**src/rtl/mux_pkg.sv**
```systemverilog
// mux_pkg: shared mode encodings and default sizing for the stream multiplexer.
package mux_pkg;
    typedef enum logic {
        MODE_SEL = 1'b0,
        MODE_RR  = 1'b1
    } mode_e;
    localparam int DEF_WIDTH = 32;
    localparam int DEF_N     = 4;
endpackage

```
**src/rtl/rr_arbiter.sv**
```systemverilog
// rr_arbiter: combinational round-robin search starting one past ptr, wrapping at N.
module rr_arbiter #(
    parameter int N = 4,
    localparam int SW = $clog2(N)
) (
    input  logic [N-1:0]  req,
    input  logic [SW-1:0] ptr,
    output logic          gnt_vld,
    output logic [SW-1:0] gnt_idx
);
    logic [SW-1:0] cand;
    // Scan farthest offset first so the nearest requester after ptr wins.
    always_comb begin
        gnt_vld = 1'b0;
        gnt_idx = '0;
        cand    = '0;
        for (int k = N; k >= 1; k--) begin
            cand = SW'((int'(ptr) + k) % N);
            if (req[cand]) begin
                gnt_vld = 1'b1;
                gnt_idx = cand;
            end
        end
    end
endmodule

```
**src/rtl/muxn_stream.sv**
```systemverilog
// muxn_stream: N-channel valid/ready stream mux with explicit-select and round-robin
// modes feeding a single registered output stage.
module muxn_stream
    import mux_pkg::*;
#(
    parameter int WIDTH = DEF_WIDTH,
    parameter int N     = DEF_N,
    localparam int SW   = $clog2(N)
) (
    input  logic                    clk,
    input  logic                    rst_n,
    input  logic                    mode,
    input  logic [SW-1:0]           sel,
    input  logic [N-1:0][WIDTH-1:0] in_data,
    input  logic [N-1:0]            in_valid,
    output logic [N-1:0]            in_ready,
    output logic [WIDTH-1:0]        out_data,
    output logic                    out_valid,
    input  logic                    out_ready,
    output logic [SW-1:0]           out_src
);
    localparam int NP = 2 ** SW;
    logic [WIDTH-1:0] data_q, data_d;
    logic             valid_q, valid_d;
    logic [SW-1:0]    src_q, src_d, ptr_q, ptr_d;
    logic [SW-1:0]    rr_idx, gnt_idx;
    logic             rr_vld, gnt_vld, load_en, is_rr, xfer;
    logic [NP-1:0]    vld_pad;

    rr_arbiter #(.N(N)) u_arb (
        .req     (in_valid),
        .ptr     (ptr_q),
        .gnt_vld (rr_vld),
        .gnt_idx (rr_idx)
    );

    // Padding lets an out-of-range sel read a zero valid instead of indexing past N.
    always_comb begin
        is_rr    = mode == MODE_RR;
        vld_pad  = NP'(in_valid);
        load_en  = !valid_q || out_ready;
        gnt_vld  = is_rr ? rr_vld : vld_pad[sel];
        gnt_idx  = is_rr ? rr_idx : sel;
        xfer     = load_en && gnt_vld;
        in_ready = (rst_n && xfer) ? N'(1) << gnt_idx : '0;
        valid_d  = load_en ? gnt_vld : valid_q;
        data_d   = xfer ? in_data[gnt_idx] : data_q;
        src_d    = xfer ? gnt_idx : src_q;
        ptr_d    = (xfer && is_rr) ? gnt_idx : ptr_q;
    end

    always_ff @(posedge clk or negedge rst_n) begin
        if (!rst_n) begin
            valid_q <= 1'b0;
            data_q  <= '0;
            src_q   <= '0;
            ptr_q   <= SW'(N - 1);
        end else begin
            valid_q <= valid_d;
            data_q  <= data_d;
            src_q   <= src_d;
            ptr_q   <= ptr_d;
        end
    end

    assign out_data  = data_q;
    assign out_valid = valid_q;
    assign out_src   = src_q;
endmodule

```
**config.mk**
```make
export PLATFORM = sky130hd
export DESIGN_NAME = muxn_stream
export DESIGN_NICKNAME = d
export VERILOG_FILES = /design/src/rtl/mux_pkg.sv /design/src/rtl/rr_arbiter.sv /design/src/rtl/muxn_stream.sv
export SDC_FILE = /design/constraint.sdc
export NUM_CORES = 1
export LEC_CHECK = 0
export ABC_CLOCK_PERIOD_IN_PS = 2300
export CAP_MARGIN = 20
export CORE_ASPECT_RATIO = 1.4
export CORE_MARGIN = 4
export CORE_UTILIZATION = 37
export CTS_CLUSTER_SIZE = 14
export DETAILED_ROUTE_END_ITERATION = 7
export GPL_TIMING_DRIVEN = 0
export PLACE_DENSITY = 0.78
export SETUP_SLACK_MARGIN = 0.3
export SYNTH_ARGS = -nofsm -noshare
export SYNTH_HDL_FRONTEND = slang
export SYNTH_SLANG_ARGS = --single-unit
```
**constraint.sdc**
```tcl
create_clock -name clk -period 2.3 [get_ports clk]
set_input_delay 0.345 -clock clk [delete_from_list [all_inputs] [get_ports clk]]
set_output_delay 0.345 -clock clk [all_outputs]
set_load 0.01 [all_outputs]
```
After elaboration in Yosys (flattened, before gate mapping) --
Index checks and enable logic that the tools add are counted. Widths: inputs -> output; s select.
Storage, ports and cells: memories 0, input port bits 138, bits in registers 37, bits in writable memories 0, latch bits 0, memory bits (read-only) 0
Cells by class: shift-type cells 1, bitwise operators 0, reduce and logical (&&, ||, !) cells 5, add/subtract/negate cells 4, divide/modulo/power cells 0, multiply operators 0, multiplexer cells 23, equal/unequal tests 0, magnitude comparators 6
Operators with widths (count):
- $bmux 32 s2 | 1
- $mux 32 | 1
- $lt 2x3->1 const B | 6
- $bmux 1 s2 | 5
- $mux 1 | 10
- $mux 2 | 5
- $add 2x1->2 const B | 2
- $add 2x2->2 const B | 2
- $mux 4 | 1
- $shl 1x2->4 const A | 1
- $logic_and 1x1->1 | 3
- $logic_not 1->1 | 1
- $logic_or 1x1->1 | 1

Longest topological paths before layout --
depth after elaboration 11, depth in mapped cells 8, gate-level depth less buffers 5

Hierarchy --
Synthesis repeated with hierarchy kept, for this count alone.
Unflattened totals: cell total of the unflattened synthesis 150, area total of the unflattened synthesis 2379.8 um^2
By module, submodules not included:
- muxn_stream | seq. area each 928.4 um^2, instances 1, area an instance 2288.4 um^2, cells an instance 136
- rr_arbiter | seq. area each 0.0 um^2, instances 1, area an instance 91.3 um^2, cells an instance 14

Least setup slack after synthesis --
Ideal clock, no wire load.
kind input to output, start point input in_valid[0], end point output in_ready[0], data arrival time 1692 ps, cell stages on the path 7, slack 263 ps, required time 1955 ps, path through buf_2 > mux4_2 > o221a_1 > buf_2 > buf_2 > nand4b_1 > nor2_1
On the way: longest elaborated chain between the ends 10
RTL lines:
- from (decl) | RTL line muxn_stream.sv:15 | input logic [N-1:0] in_valid,
- $bmux 1 s2 | RTL line rr_arbiter.sv:19 | if (req[cand]) begin
- $mux 1 (implied by the code) | RTL line rr_arbiter.sv:19
- $mux 1 (4 in a row) | RTL line rr_arbiter.sv:19
- $mux 1 | RTL line muxn_stream.sv:42 | gnt_vld = is_rr ? rr_vld : vld_pad[sel];
- $logic_and 1x1->1 | RTL line muxn_stream.sv:44 | xfer = load_en && gnt_vld;
- $logic_and 1x1->1 | RTL line muxn_stream.sv:45 | in_ready = (rst_n && xfer) ? N'(1) << gnt_idx : '0;
- $mux 4 * | RTL line muxn_stream.sv:45
- to (decl) | RTL line muxn_stream.sv:16 | output logic [N-1:0] in_ready,
Every way passes the cells marked *; elsewhere a longest branch is shown, timed or not. The select of a mux whose other input is x is not followed.

Worst setup path after layout --
start point register ptr_q[0], end point output in_ready[1]
On the way: longest elaborated chain between the ends 11
RTL lines:
- from (decl) | RTL line muxn_stream.sv:25 | logic [SW-1:0] src_q, src_d, ptr_q, ptr_d;
- from (signal assigned) | RTL line muxn_stream.sv:57 | ptr_q <= SW'(N - 1);
- from (signal assigned) | RTL line muxn_stream.sv:62 | ptr_q <= ptr_d;
- $add 2x1->2 | RTL line rr_arbiter.sv:18 | cand = SW'((int'(ptr) + k) % N);
- $bmux 1 s2 | RTL line rr_arbiter.sv:19
- $mux 1 (implied by the code) | RTL line rr_arbiter.sv:19
- $mux 1 (4 in a row) | RTL line rr_arbiter.sv:19
- $mux 1 | RTL line muxn_stream.sv:42
- $logic_and 1x1->1 | RTL line muxn_stream.sv:44
- $logic_and 1x1->1 | RTL line muxn_stream.sv:45
- $mux 4 * | RTL line muxn_stream.sv:45
Marks and branches as above.

==> flow_summary_export.csv <==
group,metric,value,unit
yosys,syn_area_per_cell,9.890,µm²
sta,finalSetupViolCount,0,
setup_path,r2r-start,"ptr_q[0]",
power_and_ir_drop,power_per_cell_area,663.7,nW/µm²
clocking,cts.sinks,37,
power_and_ir_drop,total_power,0.003790,W
clocking,clkTransAtPathRegs,0.07,ns
clocking,cts-root-buf,"clkbuf_8",
yosys,synth_area_leaders,"dfrtp_1, mux2i_1, and2_1",
yosys,postSynthCellCount,283,
flow_run,max_cap_violations,0,
floorplan,ios,177,
sta,clock_skew,0.005918,ns
placement,portBuffers,174,
sta,max_freq,444.3,MHz
yosys,ys_ff_latch,37,
global_routing,antenna_found_initial,0,
yosys,synth_top_area_share,31.29,%
floorplan,dieWidth,81.51,µm
setup_path,arrival,1.91,ns
setup_path,crit_required,1.96,ns
setup_path,startpoint,"ptr_q[0]",
setup_path,reg2reg_slack,0.14,ns
finish,final_cell_mix,"clkdlybuf4s50_1, nor2_1, dfrtp_1",
setup_path,rr_endpoint,"out_data[27]",
sta,worst_slew_pin_slew,0.4032,ns
placement,gp_congestion,0.8106,
yosys,ys_warn_count,0,
outcome,status,"complete, no violations",
placement,dp_slack,-0.7370,ns
floorplan,num_rows,37,
yosys,ys_async_sr_fraction,100.0,%
finish,layout.nets,626,
detailed_routing,drt_first_pass_iters,4,
sta,period_share,97.85,%
min_path,hold_class,"input pin to asynchronous set/reset pin",
yosys,synth_top_family_by_area,"compound AO/OA/AOI/OAI gates",
detailed_routing,vias,3169,
floorplan,die_h,110.9,µm
detailed_routing,drt_iter0_markers,146,
setup_path,cpPeakStageDelay,0.38,ns
yosys,syn-num-nets,421,
yosys,synth.distinct_cells,41,
yosys,synthXorXnorAreaFrac,0,%
detailed_routing,drc,0,
sta,grt_setup_unrepaired,"yes",
yosys,yosysTopAreaCell,"dfrtp_1",
detailed_routing,wl_per_cell,19.16,µm
sta,hold_viol,0,
yosys,synth_ff_type,"dfrtp_1",
clocking,cts_max_level,2,
setup_path,reg2reg_depth,10,
detailed_routing,routed_wl,11210,µm
placement,hpwl,7710,µm
yosys,muxShareOfSynthArea,13.77,%
power_and_ir_drop,ir_drop,0.0004022,V
floorplan,coreArea,7361,µm²
global_routing,gr-total-overflow,0,
setup_path,crit_slowest_cell,"or3b_4",
global_routing,grt_usage,22.60,%
setup_path,critPathLaunchType,"flip-flop",
yosys,syn-cell-area,2799,µm²
detailed_routing,vias_per_cell,5.417,
setup_path,crit_top_cell,"buf_6",
sta,fin_crit,2.251,ns
yosys,synth-edff-count,0,
setup_path,crit_type,"flip-flop to output pin",
sta,max_slew_margin,73.12,%
floorplan,start_util,38.02,%
finish,drive_gt1_share,30.74,%
finish,area_delta_synth_final,104.0,%
floorplan,die_area,9040,µm²
setup_path,worstSetupEndpointType,"output pin",
sta,slew_viol_final,0,
setup_path,critPathMaxFanout,5,
sta,postLayoutSetupSlackWorst,0.04944,ns
finish,diodes,0,
clocking,clock_latency,0.29,ns
setup_path,crit_chain,"buf_6 > or3b_4 > o311a_4 > o2bb2ai_4 > buf_6 > buf_12 > nor2_4 > buf_6",
finish,final_common_cell,"clkdlybuf4s50_1",
global_routing,grt_pass1_wl,16070,µm
clocking,cts-buffers-inserted,5,
yosys,synth_fa_ha_area_share,0,%
global_routing,grt_max_degree,39,
clocking,cts_buffer_depth,2,
finish,fillers,489,
detailed_routing,ant_nets,0,
setup_path,critPathCapture,"in_ready[1]",
yosys,synth-compound-area-share,28.16,%
yosys,synthSimpleGateAreaFrac,18.15,%
yosys,synth-seq-area-share,33.17,%
power_and_ir_drop,p_leak,2.163,nW
global_routing,first_global_vias,3350,
clocking,tritoncts,"built",
-- cells by family (layout without fill, tap and decap cells) --
group / Yosys count / count (layout)
buffers and inverters: 29 / 234
AO/OA/AOI/OAI: 82 / 82
multiplexers: 37 / 37
flip-flops: 37 / 37
AND/OR/NAND/NOR: 98 / 98
-- area by class of cell --
| type | count | area (µm²) | share of cell area [%] |
|---|---|---|---|
| clock buffers | 7 | 86.33 | 1.512 |
| well taps | 97 | 121.4 | 2.126 |
| repair buffers | 198 | 2085 | 36.51 |
| plain buffers | 27 | 284.0 | 4.975 |
| inverters | 2 | 7.507 | 0.1315 |
| flip-flops and latches | 37 | 928.4 | 16.26 |
| multi-input cells | 217 | 2197 | 38.48 |
-- how the worst min path moves through the flow --
stage,from,to,slack (ns)
floorplan,rst_n,out_data[0],0.05
global placement,out_src[0],out_src[0],0.47
detailed placement,rst_n,out_data[29],0.15
CTS,rst_n,out_data[2],0.03
global route,rst_n,out_data[2],0.05
finish,rst_n,out_data[2],0.03
-- synth_stat cells, drive strengths merged, types with 2 or more instances --
master / number
nor2: 42
dfrtp: 35
mux2i: 34
and2: 33
a211oi: 32
a221oi: 32
buf: 20
clkbuf: 7
nor2b: 5
o21ai: 5
nand2: 4
nand2b: 4
a21oi: 3
or2: 3
dfstp: 2
inv: 2
mux2: 2
nor3: 2
o221ai: 2
or3b: 2
-- state kept, by name, summed over array words and instances (netlist names) --
signal / flops
ptr_q: 2
out_src: 2
out_data: 32
out_valid: 1
-- critical path, delay by kind of cell (launching register included) --
family | cells | cell delay [ns]
AO/OA/AOI/OAI | 2 | 0.29
buffers and inverters | 4 | 0.49
flip-flops | 1 | 0.37
AND/OR/NAND/NOR | 2 | 0.48
-- per-stage QoR --
| stage | setup TNS [ns] | cell area, µm² | cells | hold WS (ns) | util (%) |
|---|---|---|---|---|---|
| floorplan | 0 | 2816 | 283 | 0.04941 | - |
| global placement | -18.09 | 4679 | 554 | 0.4704 | 63.57 |
| detailed placement | -10.07 | 4695 | 555 | 0.1463 | 63.78 |
| CTS | 0 | 5229 | 575 | 0.03379 | 71.04 |
| global route | -0.003615 | 5709 | 585 | 0.04950 | 77.56 |
| finish | 0 | 5709 | 585 | 0.02877 | 77.56 |
-- metal layers --
layer	wire length, µm	GRT usage (%)	vias up
li1	-	-	1486
met5	0	0	-
met2	6020	41.35	134
met4	315	8.230	0
met3	803	4.634	25
met1	4071	24.64	1524
-- where the power goes --
part	switching (W)	internal, W	leakage, nW
sequential	0.000128	0.000878	0.404
combinational	0.00100	0.00132	1.72
clock	0.000228	0.000238	0.0443
total	0.00136	0.00243	2.16
-- repair_timing --
item	4_1_cts	5_1_grt
gates cloned	3	2
hold endpoints to repair	1	0
setup endpoints to repair	37	36
buffers inserted	9	8
hold buffers	1	0
pin swaps	46	21
gates resized for setup	102	58
(Power assumes the default switching activity.)
